`config.mk`:
```
export PLATFORM = sky130hd
export DESIGN_NAME = calci_core
export DESIGN_NICKNAME = d
export VERILOG_FILES = /design/src/rtl/calci_core.sv
export SDC_FILE = /design/constraint.sdc
export NUM_CORES = 1
export LEC_CHECK = 0
export CORE_MARGIN = 2
export CORE_UTILIZATION = 45
export DETAILED_ROUTE_END_ITERATION = 7
export GPL_TIMING_DRIVEN = 0
export PLACE_DENSITY_LB_ADDON = 0.1
export SLEW_MARGIN = 30
export SYNTH_ARGS = -nofsm -noshare
export SYNTH_HDL_FRONTEND = slang
export SYNTH_SLANG_ARGS = --single-unit
```
`constraint.sdc`:
```
create_clock -name clk -period 3.1 [get_ports clk]
set_input_delay 0.62 -clock clk [delete_from_list [all_inputs] [get_ports clk]]
set_output_delay 0.62 -clock clk [all_outputs]
set_load 0.01 [all_outputs]
```
`src/rtl/calci_core.sv`:
```
// Calculator responder: valid/ready request in, held-until-accepted response out.
// Single-cycle logic/add/sub ops; iterative shift-add multiply and restoring divide.
//
// state  | meaning
// IDLE   | ready for a request; latches operands on accept
// EXEC   | one multiply or divide step per cycle while the counter runs down
// DONE   | response presented; held until out_ready
module calci_core #(
    parameter int WIDTH = 8,
    parameter int CNT_W = $clog2(WIDTH + 1)
) (
    input  logic                 clk,
    input  logic                 rst,
    input  logic                 in_valid,
    output logic                 in_ready,
    input  logic [WIDTH-1:0]     op_a,
    input  logic [WIDTH-1:0]     op_b,
    input  logic [2:0]           opcode,
    output logic                 out_valid,
    input  logic                 out_ready,
    output logic [2*WIDTH-1:0]   result,
    output logic [1:0]           err
);

    localparam logic [2:0] OP_ADD = 3'd0;
    localparam logic [2:0] OP_SUB = 3'd1;
    localparam logic [2:0] OP_MUL = 3'd2;
    localparam logic [2:0] OP_DIV = 3'd3;
    localparam logic [2:0] OP_AND = 3'd4;
    localparam logic [2:0] OP_OR  = 3'd5;
    localparam logic [2:0] OP_XOR = 3'd6;

    localparam logic [1:0] ERR_OK    = 2'b00;
    localparam logic [1:0] ERR_CARRY = 2'b01;
    localparam logic [1:0] ERR_DIV0  = 2'b10;
    localparam logic [1:0] ERR_ILL   = 2'b11;

    typedef enum logic [1:0] {S_IDLE, S_EXEC, S_DONE} state_t;

    state_t               r_state;
    logic [CNT_W-1:0]     r_cnt;
    logic                 r_is_mul;
    logic [2*WIDTH-1:0]   r_prod;
    logic [2*WIDTH-1:0]   r_mcand;
    logic [WIDTH-1:0]     r_mplier;
    logic [WIDTH-1:0]     r_rem;
    logic [WIDTH-1:0]     r_quo;
    logic [WIDTH-1:0]     r_divisor;

    logic [WIDTH:0]       w_add;
    logic [WIDTH:0]       w_sub;
    logic [2*WIDTH-1:0]   w_prod_nxt;
    logic [WIDTH:0]       w_div_trial;
    logic                 w_div_ge;
    logic [WIDTH:0]       w_div_diff;
    logic [WIDTH-1:0]     w_rem_nxt;
    logic [WIDTH-1:0]     w_quo_nxt;
    logic [2*WIDTH-1:0]   w_single_res;
    logic [1:0]           w_single_err;

    assign in_ready = (r_state == S_IDLE) && !rst;

    assign w_add = {1'b0, op_a} + {1'b0, op_b};
    assign w_sub = {1'b0, op_a} - {1'b0, op_b};

    assign w_prod_nxt = r_mplier[0] ? (r_prod + r_mcand) : r_prod;

    // Remainder stays below the divisor, so the trial value never needs more than WIDTH+1 bits.
    assign w_div_trial = {r_rem, r_quo[WIDTH-1]};
    assign w_div_ge    = (w_div_trial >= {1'b0, r_divisor});
    assign w_div_diff  = w_div_trial - {1'b0, r_divisor};
    assign w_rem_nxt   = w_div_ge ? w_div_diff[WIDTH-1:0] : w_div_trial[WIDTH-1:0];
    assign w_quo_nxt   = {r_quo[WIDTH-2:0], w_div_ge};

    always_comb begin
        w_single_res = '0;
        w_single_err = ERR_OK;
        case (opcode)
            OP_ADD: begin
                w_single_res = {{(WIDTH-1){1'b0}}, w_add};
                w_single_err = w_add[WIDTH] ? ERR_CARRY : ERR_OK;
            end
            OP_SUB: begin
                w_single_res = {{WIDTH{1'b0}}, w_sub[WIDTH-1:0]};
                w_single_err = w_sub[WIDTH] ? ERR_CARRY : ERR_OK;
            end
            OP_MUL: w_single_res = '0;
            OP_DIV: begin
                w_single_res = {op_a, {WIDTH{1'b1}}};
                w_single_err = ERR_DIV0;
            end
            OP_AND: w_single_res = {{WIDTH{1'b0}}, op_a & op_b};
            OP_OR:  w_single_res = {{WIDTH{1'b0}}, op_a | op_b};
            OP_XOR: w_single_res = {{WIDTH{1'b0}}, op_a ^ op_b};
            default: w_single_err = ERR_ILL;
        endcase
    end

    always_ff @(posedge clk) begin
        if (rst) begin
            r_state   <= S_IDLE;
            r_cnt     <= '0;
            r_is_mul  <= 1'b0;
            r_prod    <= '0;
            r_mcand   <= '0;
            r_mplier  <= '0;
            r_rem     <= '0;
            r_quo     <= '0;
            r_divisor <= '0;
            out_valid <= 1'b0;
            result    <= '0;
            err       <= ERR_OK;
        end else begin
            case (r_state)
                S_IDLE: begin
                    if (in_valid) begin
                        if (opcode == OP_MUL && op_b != '0) begin
                            r_state  <= S_EXEC;
                            r_cnt    <= CNT_W'(WIDTH);
                            r_is_mul <= 1'b1;
                            r_prod   <= '0;
                            r_mcand  <= {{WIDTH{1'b0}}, op_a};
                            r_mplier <= op_b;
                        end else if (opcode == OP_DIV && op_b != '0) begin
                            r_state   <= S_EXEC;
                            r_cnt     <= CNT_W'(WIDTH);
                            r_is_mul  <= 1'b0;
                            r_rem     <= '0;
                            r_quo     <= op_a;
                            r_divisor <= op_b;
                        end else begin
                            r_state   <= S_DONE;
                            out_valid <= 1'b1;
                            result    <= w_single_res;
                            err       <= w_single_err;
                        end
                    end
                end
                S_EXEC: begin
                    r_cnt <= r_cnt - CNT_W'(1);
                    if (r_is_mul) begin
                        r_prod   <= w_prod_nxt;
                        r_mcand  <= r_mcand << 1;
                        r_mplier <= r_mplier >> 1;
                    end else begin
                        r_rem <= w_rem_nxt;
                        r_quo <= w_quo_nxt;
                    end
                    // Last step: the counter hits zero on this edge and the result is taken from the step itself.
                    if (r_cnt == CNT_W'(1)) begin
                        r_state   <= S_DONE;
                        out_valid <= 1'b1;
                        result    <= r_is_mul ? w_prod_nxt : {w_rem_nxt, w_quo_nxt};
                        err       <= ERR_OK;
                    end
                end
                S_DONE: begin
                    if (out_ready) begin
                        r_state   <= S_IDLE;
                        out_valid <= 1'b0;
                    end
                end
                default: begin
                    r_state   <= S_IDLE;
                    out_valid <= 1'b0;
                end
            endcase
        end
    end

endmodule

```
==> impl_results.md <==
* Number of global-route vias before repair at around 6300
* Nets@finish at between 900 and 1000
* Post-CTS Setup Bufs at 0
* Post-DP HPWL at between 15000 and 20000 µm
* CTS tree: done
* Placed cell area at 7130 µm²
* CP Buf/Inv Count at 2
* Final setup viols at 0
* Post-route cell area at around 7500 µm²
* Maximum VDD drop at 0.297 mV
* Startpoint types: input pin
* Vias per inst at 6.34
* CTS H-tree depth at 3
* Die Footprint at between 15000 and 20000 µm²
* Cells after synthesis at ~830
* CP peak stage delay at 510 ps
* Initial antenna violation count at 0
* Fin util at 53.3%
* Clock sinks at 90
* Yosys reg bits at 90
* Vias at 6754
* Period utilization at 96.7%
* Critical path type: in2reg
* Chip width at 124 µm
* Synth warn at 0
* Crit path max-delay family: compound AO/OA/AOI/OAI gates
* Starting DRC count in detailed routing at 783
* Total GRT Usage at 31.1%
* Post-synth top flop: dfxtp_1
* Slew HR at 49.1%
* WP depth at 10
* WHS Path Cells at 2
* Total power draw at 3.11 mW
* Die Span Y at 124 µm
* N_diodes at 0
* Setup crit end kind: flip-flop
* Worst-Skew Late Latency at 360 ps
* WP data arrival at 3270 ps
* Highest-count cells in the layout ignoring fill and taps: nor2_1 (118), dfxtp_1 (90), a21oi_1 (73), nand2_1 (60), ha_1 (49)
* Achievable frequency at 334 MHz
* Total grt overflow at 0
* Non-Filler Instances at 1066
* Core area at 14000 µm²
* Synth cell types at 78
* Number of port buffers at roughly 40
* Mapped Nets at 905
* Most numerous cell on the critical path: a21oi_1
* Worst reg-to-reg path cell count at 9
* Share of post-route cells with drive strength above 1 at 7.00%
* Initial Util at 46.4%
* Total Wirelength at 23000 µm
* Largest net degree at the start of global routing at 19
* Most common library cell in the layout ignoring fill and taps: nor2_1
* Drt wl/cell at 21.6 µm
* Cell Chain, Critical Path: dlygate4sd2_1, ha_1, inv_1, fa_1, nor2b_1, o21a_1, o21ai_0, a21oi_1, a21oi_1, a311oi_1
* Detail Route Antenna Nets at 0
* Mapped cell area at 6490 µm²
* Area contributors post-synth: dfxtp_1 (28%), ha_1 (9.4%), nor2_1 (6.8%)
* Number of flops mapped to enable cells by yosys at 0
* Cts bufs inserted at 9
* CTS clk-pin slew, worst paths at 70 ps
* Setup tns final at 0 ps
* Hold crit path type: reg2reg
* First-pass DRT Iterations at 7
* Final number of hold-violating endpoints at 0
* Synth top area share at approximately 28%
* CP Max Fanout at 7
* WP data required at ~3400 ps
* Leakage at 2.92 nW
* Dpl cells at 1050
* CTS max path bufs at 2
* Worst-margin pin slew at 764 ps
* Dominant cell type by area after synthesis: dfxtp_1
* RSZ-0062 raised after global routing: false
* PwrDens at 417 nW/µm²
* Cts hold-fix bufs at 0
* Clock Root Buffer: clkbuf_16
* Row cnt at 43
* Ports at 43
* Max Transition Viols Final at 0
* Routability cong. at roughly 0.96
* Post-route DRC at 0
* Mean post-synth cell area at 7.83 µm²
* Final min period at 3000 ps
* CP max-delay cell: dlygate4sd2_1
* Outcome: complete, no violations
* Area Overhead vs Synth at 14.8%
* Register area share after synthesis at 27.7%
* First-pass GRT wire length at approximately 36000 µm
* Ys async rst share at 0%
* Max cap viols at 0
* Final Skew at 6.32 ps
==> path summary, 6_finish.rpt <==
kind,startpoint,to,slack (ps)
setup / recovery,op_b[0],result[8],100
hold / removal,r_mplier[2],r_mplier[1],480
setup reg to reg,r_rem[5],result[13],580
hold reg to reg,r_mplier[2],r_mplier[1],480
==> cell type report <==
class                   count  area (µm²)
clock buffers               9         225
well taps                 180         225
inverters                  42         158
plain buffers              50         239
clock inverters             7        95.1
multi-input cells         647        4300
repair buffers             41         413
flip-flops and latches     90        1800
fillers                  1386        6540
==> Yosys cell counts, types with 11 or more instances <==
master and n:
nor2_1 118, dfxtp_1 90, a21oi_1 73, nand2_1 60, ha_1 49, inv_1 41
o21ai_0 34, a211oi_1 31, clkbuf_1 29, nor3_1 22, a22oi_1 20, a311oi_1 18
a31oi_1 15, mux2i_1 14, o211ai_1 13, a21o_1 11, buf_2 11
==> power breakdown <==
part	switching [mW]	internal [mW]
clock network	0.557	0.651
logic	0.406	0.255
registers	0.0381	1.20
==> logic make-up after synthesis <==
logic type	share of synthesized area [%]
compound gates	30.2
xor+xnor	2.29
fa+ha+maj	10.7
buf+inv	6.11
flops	27.7
mux	2.68
simple gates	20.3
==> what timing repair did <==
item	in CTS	in global routing
cloned	0	0
endpoints found under the setup margin	3	5
gates resized for setup	3	4
==> through the flow <==
step	worst slack (ps)	hold slack, ps
global placement	-465	470
global route	18.0	507
detailed placement	-499	475
CTS	31.7	486
floorplan	469	449
finish	103	483
==> layer usage <==
| layer | track usage (%) | vias up | routed length [µm] |
|---|---|---|---|
| met2 | 50.3 | 267 | 10500 |
| li1 | - | 3166 | - |
| met4 | 9.62 | 0 | 657 |
| met3 | 5.27 | 44 | 1530 |
| met1 | 42.4 | 3277 | 10300 |
| met5 | 0 | - | 0 |
==> tightest hold or removal path: cells and delay by family (launching register included) <==
kind               cells  cell delay (ps)
DFF                    1              310
AOI/OAI and AO/OA      1               80
and+or+nand+nor        1               50
==> sequential cells by signal (all words and copies together) (netlist names) <==
name / cells
r_mcand: 16
r_prod: 16
result: 16
r_divisor: 8
r_mplier: 8
r_quo: 8
r_rem: 8
r_cnt: 4
err: 2
r_state: 2
out_valid: 1
r_is_mul: 1
No activity file was read; power rests on OpenSTA's default activity.
